===== src/rtl/efb_wb_arbiter.sv =====
// Two-master Wishbone arbiter in front of the EFB register port.
// Cycle-locked tenancy, round-robin ties, per-tenancy stb watchdog.
module efb_wb_arbiter #(
  parameter int TIMEOUT = 255
) (
  input  logic       clk,
  input  logic       rst,
  input  logic       m0_cyc_i,
  input  logic       m0_stb_i,
  input  logic       m0_we_i,
  input  logic [7:0] m0_adr_i,
  input  logic [7:0] m0_dat_i,
  output logic [7:0] m0_dat_o,
  output logic       m0_ack_o,
  output logic       m0_err_o,
  input  logic       m1_cyc_i,
  input  logic       m1_stb_i,
  input  logic       m1_we_i,
  input  logic [7:0] m1_adr_i,
  input  logic [7:0] m1_dat_i,
  output logic [7:0] m1_dat_o,
  output logic       m1_ack_o,
  output logic       m1_err_o,
  output logic       efb_cyc_o,
  output logic       efb_stb_o,
  output logic       efb_we_o,
  output logic [7:0] efb_adr_o,
  output logic [7:0] efb_dat_o,
  input  logic [7:0] efb_dat_i,
  input  logic       efb_ack_i,
  output logic [1:0] grant_o
);

  typedef enum logic {IDLE, BUSY} state_t;

  localparam logic [7:0] TMO_LAST = 8'(TIMEOUT - 1);

  state_t     state;
  logic       owner;
  logic       last_owner;
  logic [7:0] cnt;

  logic busy;
  logic own_cyc;
  logic own_stb;
  logic tmo_slot;
  logic tmo;
  logic own_ack;

  assign busy    = (state == BUSY);
  assign own_cyc = owner ? m1_cyc_i : m0_cyc_i;
  assign own_stb = owner ? m1_stb_i : m0_stb_i;

  // Timeout slot is the TIMEOUT-th waiting cycle; stb is masked on the
  // counter alone so efb_stb_o never depends on efb_ack_i.
  assign tmo_slot = busy && own_stb && (cnt == TMO_LAST);
  assign tmo      = tmo_slot && !efb_ack_i;
  assign own_ack  = busy && efb_ack_i;

  assign efb_cyc_o = busy;
  assign efb_stb_o = busy && own_stb && !tmo_slot;
  assign efb_we_o  = busy && (owner ? m1_we_i : m0_we_i);
  assign efb_adr_o = busy ? (owner ? m1_adr_i : m0_adr_i) : 8'h00;
  assign efb_dat_o = busy ? (owner ? m1_dat_i : m0_dat_i) : 8'h00;

  assign m0_dat_o = efb_dat_i;
  assign m1_dat_o = efb_dat_i;
  assign m0_ack_o = own_ack && !owner;
  assign m1_ack_o = own_ack && owner;
  assign m0_err_o = tmo && !owner;
  assign m1_err_o = tmo && owner;

  assign grant_o = busy ? (owner ? 2'b10 : 2'b01) : 2'b00;

  always_ff @(posedge clk or posedge rst) begin
    if (rst) begin
      state      <= IDLE;
      owner      <= 1'b0;
      last_owner <= 1'b1;
      cnt        <= 8'd0;
    end else begin
      unique case (state)
        IDLE: begin
          cnt <= 8'd0;
          if (m0_cyc_i && m1_cyc_i) begin
            state <= BUSY;
            owner <= ~last_owner;
          end else if (m0_cyc_i || m1_cyc_i) begin
            state <= BUSY;
            owner <= m1_cyc_i;
          end
        end
        BUSY: begin
          if (!own_cyc) begin
            state      <= IDLE;
            last_owner <= owner;
            cnt        <= 8'd0;
          end else if (efb_ack_i || !own_stb || tmo) begin
            cnt <= 8'd0;
          end else begin
            cnt <= cnt + 8'd1;
          end
        end
        default: state <= IDLE;
      endcase
    end
  end

endmodule


===== config.mk =====
export PLATFORM = sky130hd
export DESIGN_NAME = efb_wb_arbiter
export DESIGN_NICKNAME = d
export VERILOG_FILES = /design/src/rtl/efb_wb_arbiter.sv
export SDC_FILE = /design/constraint.sdc
export NUM_CORES = 1
export LEC_CHECK = 0
export CORE_ASPECT_RATIO = 1.1
export CORE_MARGIN = 10
export CORE_UTILIZATION = 34
export DETAILED_ROUTE_END_ITERATION = 8
export GPL_TIMING_DRIVEN = 1
export PLACE_DENSITY = 0.9
export SYNTH_ARGS = -nofsm -noshare
export SYNTH_HDL_FRONTEND = slang
export SYNTH_SLANG_ARGS = --single-unit

===== constraint.sdc =====
create_clock -name clk -period 3.3 [get_ports clk]
set_input_delay 0.495 -clock clk [delete_from_list [all_inputs] [get_ports clk]]
set_output_delay 0.495 -clock clk [all_outputs]
set_load 0.02 [all_outputs]

==> flow_metrics.tcl, run 1 <==
set metrics [dict create \
    clock_latency_ps 280 \
    die_x_um 71.8 \
    grt_remaining_overflow 0 \
    wl_um 3370 \
    rrSetupSlack_ps 1590 \
    antenna_found_initial 0 \
    coreArea_um2 2800 \
    syn_inst 119 \
    internal_power_mw 0.465 \
    crit_arrival_ps 2310 \
    hpwl_um 2860 \
    setup_slack_ps 498 \
    synth-edff-count 0 \
    drc 0 \
    regArea_um2 277 \
    p_sw_mw 0.333 \
    rows 20 \
    cts.clk_slew.worst_paths_ps 70 \
    vias_per_cell 5.12 \
    syn_area_um2 1000 \
    area_delta_synth_final_pct 56.4 \
    cp-start-kind "flop" \
    numCtsBuffers 3 \
    p_sw_share_pct 41.7 \
    fin_skew_ps 0.639 \
    critPathBufInv 2 \
    drt_iter0_drc 52 \
    grt_usage_pct 12.3 \
    whs_path_depth 2 \
    status "completed" \
    ys_top_cells_by_count "buf_4 (17), mux2i_1 (17), nor2_1 (17), dfrtp_1 (10), nand2_1 (9)" \
    synth_seq_cells 11 \
    cts_setup_buffers 0 \
    io_pins 90 \
    wl_per_cell_um 16.9 \
    hold_path.class "reg -> reg" \
    finalSetupViolCount 0 \
    start_util_pct 35.8 \
    drive_gt1_share_pct 5.42 \
    pwr-share-clk_pct 12.0 \
    multi_input_area_um2 554 \
    pre_cts_ws_ps 781 \
    critPathMaxStageDelay_ps 880 \
    max_slew_margin_pct 45.2 \
    yosysTopAreaCell "dfrtp_1" \
    p_seq_share_pct 25.6 \
    cts_sinks 11 \
    synth.avg_cell_area_um2 8.43 \
    finalCritPeriodShare_pct 84.9 \
    maxCapViolCount 0 \
    post-route-min-period_ps 2800 \
    cp_top_family "flip-flops" \
    p_leak_nw 0.657 \
    grt_pass1_vias 1101 \
    h-tree-depth 1 \
    yosysTopAreaCellShare_pct 24.9 \
    n_fill_cell 270 \
    p_comb_share_pct 62.4 \
    holdWs_ps 488 \
    synth_area_leaders "dfrtp_1 (25%), mux2i_1 (17%), buf_4 (13%), nor2_1 (6.4%), nand2_1 (3.4%)" \
    fp.dieArea_um2 5530 \
    async_reset_ff_share_pct 100 \
    die_y_um 77.0 \
    cpMaxStageDelayCell "dfrtp_1" \
    fin_cells 199 \
    worst-r2r-cell-count 3 \
    p_per_area_nw_per_um2 508 \
    detail-route-antenna-nets 0 \
    crit_type "reg -> out" \
    hold_viol 0 \
    endpoint_kind "output pin" \
    tritoncts "done" \
    yosys_most_used_dff "dfrtp_1" \
    crit_fanout 21 \
    worst_slew_pin_slew_ps 822 \
    grt_pass1_wl_um 5490 \
    min_from "last_owner" \
    synthesis.nets 170 \
    min_to "last_owner" \
    yosysSeqAreaShare_pct 27.6 \
    ys_types 30 \
    vdd_drop_max_mv 0.365 \
    portBuffers 65 \
    rr_startpoint "owner" \
    dp_cells 195 \
    vias 1019 \
    worstPathCellList "buf_4 > mux2i_1 > nor2_1 > clkdlybuf4s50_1" \
    rsz0062_at_grt "false" \
    crit_required_ps 2800 \
    ys_warn_count 0 \
    cts_resized 0 \
    r2r-end "cnt[5]" \
    finalWeightedCongestion 0.688 \
    drv_slew 0 \
    cts_hold_buf 0 \
    drt_pass1_iterations 4 \
    antennaDiodeCount 0 \
    fmax_ghz 0.357 \
    nNetsFinal 218 \
    fin_tns_setup_ps 0 \
    cts-root-buf "clkbuf_4" \
    max-clock-path-buffers 2 \
    grt_max_degree 22 \
]
[sequential cells by signal, indices dropped and copies added (netlist names)]
name        cells
cnt             8
last_owner      1
efb_cyc_o       1
owner           1
[routing by layer]
metal	vias to the layer above	GRT usage (%)	wire length (µm)
met5	-	0	0
met4	0	6.20	65
met3	4	4.76	337
met2	44	22.3	1810
met1	484	11.6	1160
li1	487	-	-
[metrics by stage]
step	total power [mW]	utilization, %	cell area, µm²
3_3_place_gp	0.695	55.0	1540
3_5_place_dp	0.712	55.0	1540
5_1_grt	0.853	56.0	1570
4_1_cts	0.808	56.0	1570
6_report	0.798	56.0	1570
2_1_floorplan	0.501	-	1000
[final cells by class]
type	count	share of cell area, %
inverter	3	0.718
tap	33	2.63
sequential	11	17.6
clock inverter	1	0.319
multi-input combinational	82	35.3
clock buffer	3	1.44
timing repair buffer	66	41.9
[power by group through the flow]
| stage | Combinational (mW) | Clock [mW] | Sequential [mW] |
|---|---|---|---|
| 3_3_place_gp | 0.492 | 0 | 0.204 |
| 3_5_place_dp | 0.505 | 0 | 0.207 |
| 2_1_floorplan | 0.333 | 0 | 0.168 |
| 4_1_cts | 0.507 | 0.0966 | 0.204 |
| 6_report | 0.498 | 0.0958 | 0.204 |
| 5_1_grt | 0.537 | 0.106 | 0.210 |
[kinds of logic after synthesis]
kind of cell / synth area share (%)
AO/OA/AOI/OAI: 7.61
XOR/XNOR: 2.62
adder cells (fa/ha/maj): 2.49
buffers and inverters: 17.2
flip-flops: 27.6
multiplexers: 19.2
AND/OR/NAND/NOR: 23.3
[worst max path at each step]
| stage | from | cells after the start | endpoint | slack [ps] |
|---|---|---|---|---|
| 2_1_floorplan | efb_cyc_o | 3 | efb_stb_o | 1430 |
| 3_3_place_gp | owner | 4 | efb_adr_o[2] | 860 |
| 3_5_place_dp | owner | 4 | efb_adr_o[1] | 780 |
| 4_1_cts | owner | 4 | efb_adr_o[1] | 470 |
| 5_1_grt | owner | 4 | efb_dat_o[0] | 370 |
| 6_report | owner | 4 | efb_adr_o[1] | 500 |
[worst register-to-register path, cell delays in order, from the launching register on]
cell	delay [ps]
dfrtp_1	880
mux2_2	330
nand3_2	160
a211oi_1	250
[placed cells by master, fill, tap and decap left out, types with 2 or more instances in the layout]
cell type / netlist / final
xor2_1: 2 / 2
mux2_2: 2 / 2
mux2i_1: 17 / 17
or3_1: 2 / 2
nor2_1: 17 / 17
ha_1: 2 / 2
clkdlybuf4s50_1: 0 / 65
nor3_1: 5 / 5
clkbuf_4: 0 / 3
and4_1: 3 / 3
a211oi_1: 2 / 2
nor2b_1: 3 / 3
o21ai_0: 4 / 4
nand2_1: 9 / 9
nand3_1: 3 / 3
and2_1: 2 / 2
dfrtp_1: 10 / 10
inv_1: 3 / 3
Power figures use the tool's default switching activity.
==> inputs of run 2 (changes only) <==
Settings changed: CORE_UTILIZATION 34 to 31, PLACE_DENSITY 0.9 to 0.83.
Clock period 3.3 ns to 2.8 ns, I/O delays scaled along.
==> run 2 against run 1 <==
  * Utilization fell by 4.7 points
  * Cell count grew 1.0%
  * First-iteration DRC count increased by 29%
  * Clock-buffer cell count stayed put
  * Die area grew 7.0%
  * Worst setup slack got worse by 310 ps
  * Clock power up 11%
  * Critical path depth is the same
  * Register-to-register slack got worse by 290 ps
  * Clock skew grew 7.7 ps
  * Power up 17%
  * Flip-flop and latch count unchanged
  * Critical path type unchanged
  * Largest power group unchanged
==> flow_metrics.tcl, run 2 (same netlist as run 1, synthesis figures left out) <==
set metrics [dict create \
    portBuffers 65 \
    worst_slew_pin_slew_ps 567 \
    die_x_um 74.2 \
    drt_iter0_drc 67 \
    drive_gt1_share_pct 5.99 \
    tritoncts "done" \
    final_common_cell "clkdlybuf4s50_1" \
    p_sw_mw 0.381 \
    n_fill_cell 290 \
    cp-start-kind "flop" \
    grt_usage_pct 11.0 \
    rrSetupSlack_ps 1300 \
    crit_type "reg -> out" \
    p_sw_share_pct 40.8 \
    largest_reg_flops 8 \
    internal_power_mw 0.554 \
    cts.clk_slew.worst_paths_ps 70 \
    final_util_pct 51.3 \
    endpoint_kind "output pin" \
    antenna_found_initial 0 \
    h-tree-depth 1 \
    finalWeightedCongestion 0.697 \
    io_pins 90 \
    post-route-min-period_ps 2610 \
    layout_common_cells "clkdlybuf4s50_1 (65), mux2i_1 (17), nor2_1 (17), dfrtp_1 (10), nand2_1 (9)" \
    cts_sinks 11 \
    hpwl_um 2860 \
    fin_tns_setup_ps 0 \
    numCtsBuffers 3 \
    cts_resized 0 \
    drc 0 \
    fmax_ghz 0.383 \
    fin_skew_ps 8.29 \
    cts-root-buf "clkbuf_4" \
    cts_hold_buf 0 \
    vdd_drop_max_mv 0.375 \
    pwr-share-clk_pct 11.3 \
    rsz0062_at_grt "false" \
    vias 1027 \
    p_per_area_nw_per_um2 593 \
    area_delta_synth_final_pct 57.2 \
    coreArea_um2 3070 \
    crit_arrival_ps 2190 \
    regMostFlops "cnt" \
    status "completed" \
    maxCapViolCount 0 \
    die_y_um 79.7 \
    grt_max_degree 22 \
    nNetsFinal 219 \
    finalCritPeriodShare_pct 93.1 \
    rows 21 \
    grt_pass1_wl_um 5150 \
    max-clock-path-buffers 2 \
    cts_setup_buffers 0 \
    hold_path.class "in -> async" \
    drv_slew 0 \
    finalSetupViolCount 0 \
    p_seq_share_pct 21.1 \
    drt_pass1_iterations 4 \
    fp.dieArea_um2 5920 \
    wl_um 3300 \
    start_util_pct 32.6 \
    grt_pass1_vias 1133 \
    max_slew_margin_pct 62.2 \
    p_comb_share_pct 67.5 \
    crit_fanout 10 \
    antennaDiodeCount 0 \
    crit_required_ps 2380 \
    p_leak_nw 0.662 \
    hold_viol 0 \
    grt_remaining_overflow 0 \
    wl_per_cell_um 16.4 \
    vias_per_cell 5.11 \
    detail-route-antenna-nets 0 \
    clock_latency_ps 270 \
]
-- run 2: cell types whose count changed in the layout (fill, tap and decap cells not counted), sizes merged --
cell  delta
buf      +1
-- run 2: cell type report --
class,instances,area (µm²),area share (%)
clock inverter,1,5.00,0.317
multi-input combinational,82,554,35.1
timing repair buffer,67,666,42.2
clock buffer,3,22.5,1.43
inverter,3,11.3,0.714
sequential,11,277,17.5
tap,34,42.5,2.70
-- run 2: power by group through the flow --
| stage | Clock (mW) | Combinational [mW] | Sequential [mW] |
|---|---|---|---|
| 5_1_grt | 0.115 | 0.683 | 0.201 |
| 4_1_cts | 0.112 | 0.646 | 0.198 |
| 6_report | 0.106 | 0.632 | 0.198 |
| 2_1_floorplan | 0 | 0.392 | 0.198 |
| 3_5_place_dp | 0 | 0.642 | 0.201 |
| 3_3_place_gp | 0 | 0.633 | 0.200 |
-- run 2: final timing paths --
kind / startpoint / endpoint / cells past startpoint
hold reg to reg: last_owner / last_owner / 2
hold / removal: rst / cnt[5] / 2
min in group clk: last_owner / last_owner / 2
max in group asynchronous: rst / last_owner / 2
setup reg to reg: cnt[0] / cnt[6] / 4
setup / recovery: cnt[3] / m1_err_o / 4
-- run 2: metrics by stage --
step / hold WS (ps) / instances / setup WS, ps / power, mW / cell area, µm²
final: 427 / 201 / 192 / 0.935 / 1580
after global routing: 481 / 201 / 76.3 / 0.999 / 1580
after CTS: 433 / 201 / 211 / 0.955 / 1580
after detailed placement: 478 / 197 / 486 / 0.843 / 1550
after global placement: 471 / 197 / 512 / 0.832 / 1550
after floorplan: 272 / 119 / 1000 / 0.591 / 1000
-- run 2: critical path, cell delays in order (launching register included) --
cell and delay (ps):
dfrtp_1 410, and4_1 260, and4_1 410, and4_1 230, clkdlybuf4s50_1 600
-- run 2: per-layer routing --
layer / global-route usage (%) / vias up / part of all wire (%)
met3: 5.72 / 6 / 13
li1: - / 490 / -
met5: 0 / - / 0
met4: 5.31 / 0 / 1.5
met1: 9.76 / 467 / 31
met2: 19.8 / 64 / 55
==> variant: new RTL, settings of run 2 <==
Reset style: synchronous (`rst`), changed in one clocked block.
--- a/src/rtl/efb_wb_arbiter.sv
+++ b/src/rtl/efb_wb_arbiter.sv
@@ -72,7 +72,7 @@
 
   assign grant_o = busy ? (owner ? 2'b10 : 2'b01) : 2'b00;
 
-  always_ff @(posedge clk or posedge rst) begin
+  always_ff @(posedge clk) begin
     if (rst) begin
       state      <= IDLE;
       owner      <= 1'b0;
Function: differs if rst is asserted again (counterexample within 4 cycles, from zero or initial values and one cycle with rst high); with rst held inactive, the same outputs for 10 cycles.
==> variant against run 2 <==
- area after synthesis is 0.62% lower
- setup slack better by 0.023 ns
- core utilization is 0.53 points higher
- sequential cell count stayed put
- wire length is 7.4% higher
- critical path depth stayed put
- non-clock buffer count is 2 higher
- critical endpoint is now m0_err_o
- final area is 1.0% higher
Power is not compared: it rests on default switching activity, and its combinational part moved more than twofold at a synthesized area within 25%.
==> variant: results (changes against run 2) <==
Worst setup path
  • WP data arrival: 2.17 ns (-0.02 ns)
  • Slowest stage delay, CP: between 0.6 and 0.7 ns
  • Worst path slowest cell: clkdlybuf4s50_1
  • Max FO, Critical Path: 16 (+6)

Global routing
  • Number of global-route vias before repair: 1163 (+2.6%)
  • Total GRT Usage: 0.120 (+0.00973)
  • First-pass GRT wire length: 5660 µm (+10%)
  • Largest net degree at the start of global routing: 17 (-23%)

Clock network
  • Num CTS Buffers: 3 (unchanged)
  • Clock tree buffer depth: 2 (unchanged)
  • Clock root buffer: clkbuf_4
  • H-tree levels: 1 (unchanged)
  • Clock-pin transition on the worst setup and hold timing paths: 0.07 ns (about the same)

Layout
  • Register bank with the most flops: cnt
  • Post-Layout Cell Count: 205 (+2.0%)
  • Nets: 223 (+1.8%)
  • Ratio of cells with drive above 1 in the final layout: 0.0526 (-0.00725)
  • Max reg flops: 8 (unchanged)

Synthesis
  • Ranking of synthesized cells by area: dfxtp_1 22%, mux2i_1 19%, buf_4 12%
  • Avg Cell Area, Syn: 8.31 µm² (-1.5%)
  • Post-synthesis sequential area ratio: 0.221 (-0.0547)
  • Synth async-reset ratio: 0 (-1.00)
  • Distinct cells, synth: 32 (+6.7%)
  • Top_reg_cell synth: dfxtp_1
  • Syn_nets: 171 (+0.59%)
  • Syn. warnings: 0 (unchanged)
  • Most frequent cells after synthesis: 19 x mux2i_1, 19 x nor2b_1, 16 x buf_4

Drt
  • Iteration-0 DRC Markers: 61 (-9.0%)
  • DR vias: 1046 (+1.9%)
  • Drt total wl: 3550 µm (+7.4%)
  • Drt pass-1 iters: 4 (unchanged)

Placement
  • Post-DP HPWL: 2980 µm (+4.1%)
  • Post-DP Area: 0.00157 mm² (+1.1%)
  • GPL Wtd Cong: 0.847 (+22%)
  • IO Port Bufs: 65 (unchanged)
  • Dpl cells: 201 (+2.0%)
  • Dpl ws: 0.425 ns (-0.0611 ns)

Min path
  • Worst hold path class: reg -> reg
  • Hold path cells: 2

Power
  • Peak VDD IR: 0.000189 V
  • Static Leak: around 0.00057 µW

Timing
  • Clock skew: 0.00148 ns (-0.00682 ns)
  • Tightest Pin Transition: 0.311 ns (-0.255 ns)

Run status
  • Status: finished clean
variant: cell count changes in the layout (fill, tap and decap cells not counted), sizes merged, moves of 6 or more:
| cell | delta |
|---|---|
| a21oi | +6 |
| nor2 | -16 |
| dfxtp | +11 |
| dfrtp | -10 |
| nor2b | +16 |
variant: path summary, 6_finish.rpt:
kind	from	to	slack [ns]
min reg2reg	cnt[7]	cnt[7]	0.53
min	cnt[7]	cnt[7]	0.53
max reg2reg	efb_cyc_o	cnt[6]	0.80
max	efb_cyc_o	m0_err_o	0.21
variant: critical path: cells and delay by family, from the launching register on:
kind	cells	cell delay, ns
flops	1	0.50
buf+inv	2	0.87
simple gates	2	0.52
variant: cell families after synthesis:
kind of cell | synth area share
and+or+nand+nor | 0.260
buffers and inverters | 0.164
muxes | 0.191
AOI/OAI and AO/OA | 0.113
DFF | 0.221
xor gates and xnor gates | 0.0264
adders and majority gates | 0.0251
variant: cell type report:
type / instances / area, µm²
sequential: 11 / 220
multi-input combinational: 84 / 613
timing repair buffer: 69 / 681
fill: 287 / 1480
clock buffer: 4 / 26.3
tap: 34 / 42.5
inverter: 3 / 11.3
variant: metal layers:
layer	wire length (µm)	share of wire	vias to the layer above	track usage
met1	1270	0.36	487	0.112
met3	394	0.11	7	0.0746
li1	-	-	505	-
met2	1830	0.52	47	0.211
met5	0	0	-	0
met4	48	0.014	0	0.0336
variant: report_power, final:
part,total (µW),internal (µW),switching [µW]
Clock,113,55.3,58.2
Combinational,202,119,82.8
Sequential,168,161,6.83
Total,483,335,148
